[config.mk]
export PLATFORM = sky130hd
export DESIGN_NAME = rx_audio_unpack
export DESIGN_NICKNAME = d
export VERILOG_FILES = /design/src/rtl/rx_audio_unpack_pkg.sv /design/src/rtl/rx_samp_outreg.sv /design/src/rtl/rx_audio_unpack.sv
export SDC_FILE = /design/constraint.sdc
export NUM_CORES = 1
export LEC_CHECK = 0
export CELL_PAD_IN_SITES_DETAIL_PLACEMENT = 0
export CELL_PAD_IN_SITES_GLOBAL_PLACEMENT = 2
export CORE_ASPECT_RATIO = 1.4
export CORE_UTILIZATION = 34
export DETAILED_ROUTE_END_ITERATION = 16
export PLACE_DENSITY_LB_ADDON = 0.05
export REMOVE_ABC_BUFFERS = 1
export SETUP_SLACK_MARGIN = 0.3
export SYNTH_ARGS = -nofsm -noshare
export SYNTH_HDL_FRONTEND = slang
export SYNTH_SLANG_ARGS = --single-unit
[constraint.sdc]
create_clock -name cpu_clk -period 3.1 [get_ports cpu_clk]
set_clock_uncertainty 0.15 [all_clocks]
set_input_delay 0.31 -clock cpu_clk [delete_from_list [all_inputs] [get_ports cpu_clk]]
set_output_delay 0.31 -clock cpu_clk [all_outputs]
set_load 0.005 [all_outputs]
[src/rtl/rx_audio_unpack_pkg.sv]
// Shared definitions for the rx audio frame unpacker: state encoding and
// the helper that merges the three sample words into an I/Q pair.
package rx_audio_unpack_pkg;

    localparam logic [2:0] ST_IDLE = 3'd0;
    localparam logic [2:0] ST_S0   = 3'd1;
    localparam logic [2:0] ST_S1   = 3'd2;
    localparam logic [2:0] ST_S2   = 3'd3;
    localparam logic [2:0] ST_T0   = 3'd4;
    localparam logic [2:0] ST_T1   = 3'd5;
    localparam logic [2:0] ST_T2   = 3'd6;
    localparam logic [2:0] ST_BC   = 3'd7;

    typedef struct packed {
        logic [23:0] i;
        logic [23:0] q;
    } samp_pair_t;

    // Third sample word carries the low bytes: {I[7:0], Q[7:0]}.
    function automatic samp_pair_t assemble_pair(input logic [15:0] i_hi,
                                                 input logic [15:0] q_hi,
                                                 input logic [15:0] lo);
        return {i_hi, lo[15:8], q_hi, lo[7:0]};
    endfunction

endpackage

[src/rtl/rx_samp_outreg.sv]
// Single-entry valid/ready output register for sample pairs; flags ovfl when a
// new sample starts while the previous pair is still unaccepted.
module rx_samp_outreg (
    input  logic        cpu_clk,
    input  logic        rst_n,
    input  logic        load,
    input  logic [23:0] load_i,
    input  logic [23:0] load_q,
    input  logic        w0_seen,
    input  logic        samp_ready,
    input  logic        err_clr,
    output logic        samp_valid,
    output logic [23:0] samp_i,
    output logic [23:0] samp_q,
    output logic        ovfl
);

    always_ff @(posedge cpu_clk or negedge rst_n) begin
        if (!rst_n) begin
            samp_valid <= 1'b0;
            samp_i     <= '0;
            samp_q     <= '0;
            ovfl       <= 1'b0;
        end else begin
            // Load beats accept, so an accept and a reload in one cycle leave no bubble.
            if (load) begin
                samp_valid <= 1'b1;
                samp_i     <= load_i;
                samp_q     <= load_q;
            end else if (samp_ready) begin
                samp_valid <= 1'b0;
            end

            if (w0_seen && samp_valid && !samp_ready)
                ovfl <= 1'b1;
            else if (err_clr)
                ovfl <= 1'b0;
        end
    end

endmodule

[src/rtl/rx_audio_unpack.sv]
// Reassembles the rx shared-memory word stream into I/Q pairs, a 48-bit tick
// timestamp and a buffer counter, one frame at a time.
module rx_audio_unpack
    import rx_audio_unpack_pkg::*;
#(
    parameter int NSAMPS_BITS = 16
) (
    input  logic                   cpu_clk,
    input  logic                   rst_n,
    input  logic                   frame_start_C,
    input  logic [NSAMPS_BITS-1:0] nsamps_C,
    input  logic                   rx_rd_C,
    input  logic [15:0]            rx_dout_C,
    output logic                   samp_valid,
    input  logic                   samp_ready,
    output logic [23:0]            samp_i,
    output logic [23:0]            samp_q,
    output logic [47:0]            ticks,
    output logic [15:0]            buf_ctr,
    output logic                   frame_done,
    output logic                   busy,
    output logic                   ovfl,
    input  logic                   err_clr
);

    localparam logic [NSAMPS_BITS-1:0] CNT_ONE = NSAMPS_BITS'(1);

    logic [2:0]             state, state_nx;
    logic [NSAMPS_BITS-1:0] cnt, cnt_nx, cnt_dec;
    logic [15:0]            i_hi, q_hi, t0_hold, t1_hold;
    logic                   word_take;
    samp_pair_t             pair;

    // A frame start wins over a word in the same cycle; that word is dropped.
    assign word_take = rx_rd_C && !frame_start_C;
    assign cnt_dec   = cnt - CNT_ONE;
    assign pair      = assemble_pair(i_hi, q_hi, rx_dout_C);

    always_comb begin
        // NOTE: every always_comb output gets a default first so no path leaves it unassigned (no latch).
        state_nx = state;
        cnt_nx   = cnt;
        if (frame_start_C) begin
            state_nx = (nsamps_C == '0) ? ST_T0 : ST_S0;
            cnt_nx   = nsamps_C;
        end else if (rx_rd_C) begin
            case (state)
                ST_IDLE: state_nx = ST_IDLE;
                ST_S0:   state_nx = ST_S1;
                ST_S1:   state_nx = ST_S2;
                ST_S2: begin
                    cnt_nx   = cnt_dec;
                    state_nx = (cnt_dec != '0) ? ST_S0 : ST_T0;
                end
                ST_T0:   state_nx = ST_T1;
                ST_T1:   state_nx = ST_T2;
                ST_T2:   state_nx = ST_BC;
                ST_BC:   state_nx = ST_IDLE;
                default: state_nx = ST_IDLE;
            endcase
        end
    end

    // NOTE: sequential state uses non-blocking assignments so every register samples pre-edge values.
    always_ff @(posedge cpu_clk or negedge rst_n) begin
        if (!rst_n) begin
            state      <= ST_IDLE;
            cnt        <= '0;
            busy       <= 1'b0;
            frame_done <= 1'b0;
            ticks      <= '0;
            buf_ctr    <= '0;
            // NOTE: staging words are never observed before being rewritten, but reset keeps sim deterministic.
            i_hi       <= '0;
            q_hi       <= '0;
            t0_hold    <= '0;
            t1_hold    <= '0;
        end else begin
            state      <= state_nx;
            cnt        <= cnt_nx;
            busy       <= (state_nx != ST_IDLE);
            frame_done <= word_take && (state == ST_BC);
            if (word_take) begin
                case (state)
                    ST_S0:   i_hi    <= rx_dout_C;
                    ST_S1:   q_hi    <= rx_dout_C;
                    ST_T0:   t0_hold <= rx_dout_C;
                    ST_T1:   t1_hold <= rx_dout_C;
                    ST_T2:   ticks   <= {t0_hold, t1_hold, rx_dout_C};
                    ST_BC:   buf_ctr <= rx_dout_C;
                    default: ;
                endcase
            end
        end
    end

    rx_samp_outreg u_outreg (
        .cpu_clk    (cpu_clk),
        .rst_n      (rst_n),
        .load       (word_take && (state == ST_S2)),
        .load_i     (pair.i),
        .load_q     (pair.q),
        .w0_seen    (word_take && (state == ST_S0)),
        .samp_ready (samp_ready),
        .err_clr    (err_clr),
        .samp_valid (samp_valid),
        .samp_i     (samp_i),
        .samp_q     (samp_q),
        .ovfl       (ovfl)
    );

endmodule

==> reports/metrics.csv <==
metric;value;unit
io_buffers;153;
routedWlPerCell;18.5;um
max_stage_delay;0.46;ns
r2r_setup_slack;0.41;ns
required;3.24;ns
globalplace.congestion;0.811;
tightest_slew;0.594;ns
setup_slack;0.412;ns
cts_tree;yes;
cts_buffer_depth;2;
leakage;5.05;nW
holdWs;0.279;ns
crit_chain;inv_1 -> ha_4 -> or4b_1 -> or3_4 -> a2111o_1 -> a211oi_2 -> o21ai_0;
clock_latency;0.43;ns
r2r-end;state[0];
grt_pass1_wl;33.1;mm
finalCriticalPeriod;2.69;ns
r2r_cells;7;
path_class;flip-flop to flip-flop;
final_area;0.0107;mm2
rr_startpoint;cnt[1];
grt_use_met2;31.7;%
cts.clk_slew.worst_paths;0.07;ns
cts_buffers;17;
setup_viol;0;
grt_pass1_vias;5732;
rsz0062_at_grt;no;
crit_family;simple AND/OR/NAND/NOR gates;
grt_max_degree;73;
fin_util;46.0;%
dpl.cell_count;1088;
post_cts_buffers;0;
ioPinCount;154;
min-delay-path-class;input port to asynchronous set/reset pin;
postSynthCellCount;641;
placed_area;0.0100;mm2
max-slew-margin-rel;60.0;%
routed_via_density;4.80;
h-tree-depth;4;
die_h;184;um
drc;0;
status;finished clean;
ys_warn_count;0;
start_util;34.6;%
arrival;2.83;ns
use_met1;21.3;%
hpwl;13.7;mm
pre_cts_slack;0.321;ns
die_w;132;um
fin_nets;846;
yosysUniqueCellTypes;46;
startpoint_type;flip-flop;
cts_root_buf;clkbuf_16;
stdcell_count;1121;
gr-usage-met3;5.02;%
cp_slowest_cell;or4b_1;
cts.sinks;199;
std_cell_rows;66;
drive_gt1_share;24.4;%
hold_viol_final;0;
max-vdd-ir-drop;0.000374;V
synth-main-ff-cell;dfrtp_1;
num_antenna_cells;0;
synth-seq-cells;199;
grt_usage;18.2;%
first_iter_violations;190;
worstPathMaxFanout;7;
finalWirelength;20.7;mm
core;0.0232;mm2
overflow;0;
syn-cell-area;0.00803;mm2
ant_nets;0;
period_share;86.7;%
power;6.62;mW
vias;5378;
cp.depth;7;
drtPass1Iterations;5;
critPathBufInv;1;
dieArea;0.0242;mm2
synth_edf_count;0;
power_density;620;mW/mm2
busiest_layer;met2;
max_freq;0.372;GHz
critPathCaptureType;flip-flop;
setup-tns-final;0;ns
synth-seq-area-share;62.0;%
slew_violations;0;
syn_to_final_growth;32.8;%
synth_area_per_cell;12.5;um2
cap_violations;0;
synthArstFlopShare;100;%
nFillCells;2160;
grt_antenna_before_repair;0;
worst register-to-register path, stage by stage (launching register included):
cell and delay, ns:
dfrtp_2 0.45, inv_1 0.12, ha_4 0.17, or4b_1 0.47, or3_4 0.38, a2111o_1 0.43
a211oi_2 0.27, o21ai_0 0.13
sequential cells by signal, summed over array words and instances (netlist names):
signal               count
buf_ctr                 16
busy                     1
cnt                     16
frame_done               1
i_hi                    16
q_hi                    16
state                    3
t0_hold                 16
t1_hold                 16
ticks                   48
u_outreg.ovfl            1
u_outreg.samp_i         24
u_outreg.samp_q         24
u_outreg.samp_valid      1
placed cells by master, fill, tap and decap left out, drive strengths merged, types with 2 or more instances in the layout:
| cell type | instances |
|---|---|
| nor3b | 3 |
| mux2 | 129 |
| a21oi | 2 |
| clkdlybuf4s50 | 152 |
| nand3 | 5 |
| nor4 | 11 |
| inv | 9 |
| clkinvlp | 3 |
| clkbuf | 21 |
| a22oi | 2 |
| o41ai | 2 |
| nor3 | 6 |
| and2 | 3 |
| or4b | 2 |
| nand2b | 3 |
| nand3b | 3 |
| o21ai | 19 |
| nand2 | 161 |
| buf | 19 |
| bufinv | 4 |
| a221o | 4 |
| or2 | 4 |
| xnor2 | 4 |
| ha | 6 |
| dfrtp | 199 |
| xor2 | 5 |
| clkinv | 5 |
| nor2 | 13 |
per-layer routing:
metal	wire [um]	up-vias
met5	0	-
met4	377	0
met1	8660	2728
met2	10700	124
met3	1020	26
li1	-	2500
how the worst max path moves through the flow:
stage               end  startpoint  slack [ns]
2_1_floorplan  state[0]      cnt[0]        0.40
3_3_place_gp   state[0]      cnt[0]        0.42
3_5_place_dp   state[0]      cnt[0]        0.32
4_1_cts        state[0]      cnt[0]        0.31
5_1_grt        state[0]      cnt[1]        0.31
6_report       state[0]      cnt[1]        0.41
where the power goes:
part | internal (mW) | switching, mW
combinational | 0.641 | 0.434
sequential | 2.95 | 0.217
clock | 1.39 | 0.978
cells by family after synthesis:
family	Yosys count	share of synthesized area, %
compound gates	39	3.43
xor+xnor	9	0.982
fa+ha+maj	6	0.935
buf+inv	40	2.45
flops	199	62.0
mux	130	18.2
simple gates	218	11.9
synth_stat cells (3+ instances only):
library cell / number / area, um2
nor3_1: 6 / 30.0
mux2_2: 129 / 1450
inv_1: 9 / 33.8
or2_2: 4 / 25.0
nor3b_1: 3 / 22.5
nor4_1: 10 / 62.6
a221o_1: 4 / 40.0
nand3b_1: 3 / 22.5
xor2_1: 5 / 43.8
and2_1: 3 / 18.8
nor2_1: 13 / 48.8
nand3_1: 5 / 25.0
nand2_1: 161 / 604
ha_1: 6 / 75.1
xnor2_1: 4 / 35.0
dfrtp_1: 199 / 4980
clkbuf_1: 22 / 82.6
nand2b_1: 3 / 18.8
o21ai_0: 19 / 95.1
timing repair:
| item | 4_1_cts | 5_1_grt |
|---|---|---|
| endpoints found under the hold margin | 64 | 0 |
| hold buffers | 1 | 0 |
| setup endpoints to repair | 0 | 2 |
| gates resized for setup | 0 | 5 |
layout make-up:
cell class	count	area (um2)	share of cell area, %
inverter	9	33.8	0.317
timing repair buffer	173	1760	16.5
multi-input combinational	402	2870	26.9
clock inverter	12	175	1.64
tap	306	383	3.59
sequential	199	4980	46.7
clock buffer	20	457	4.28
(Power assumes the default switching activity.)
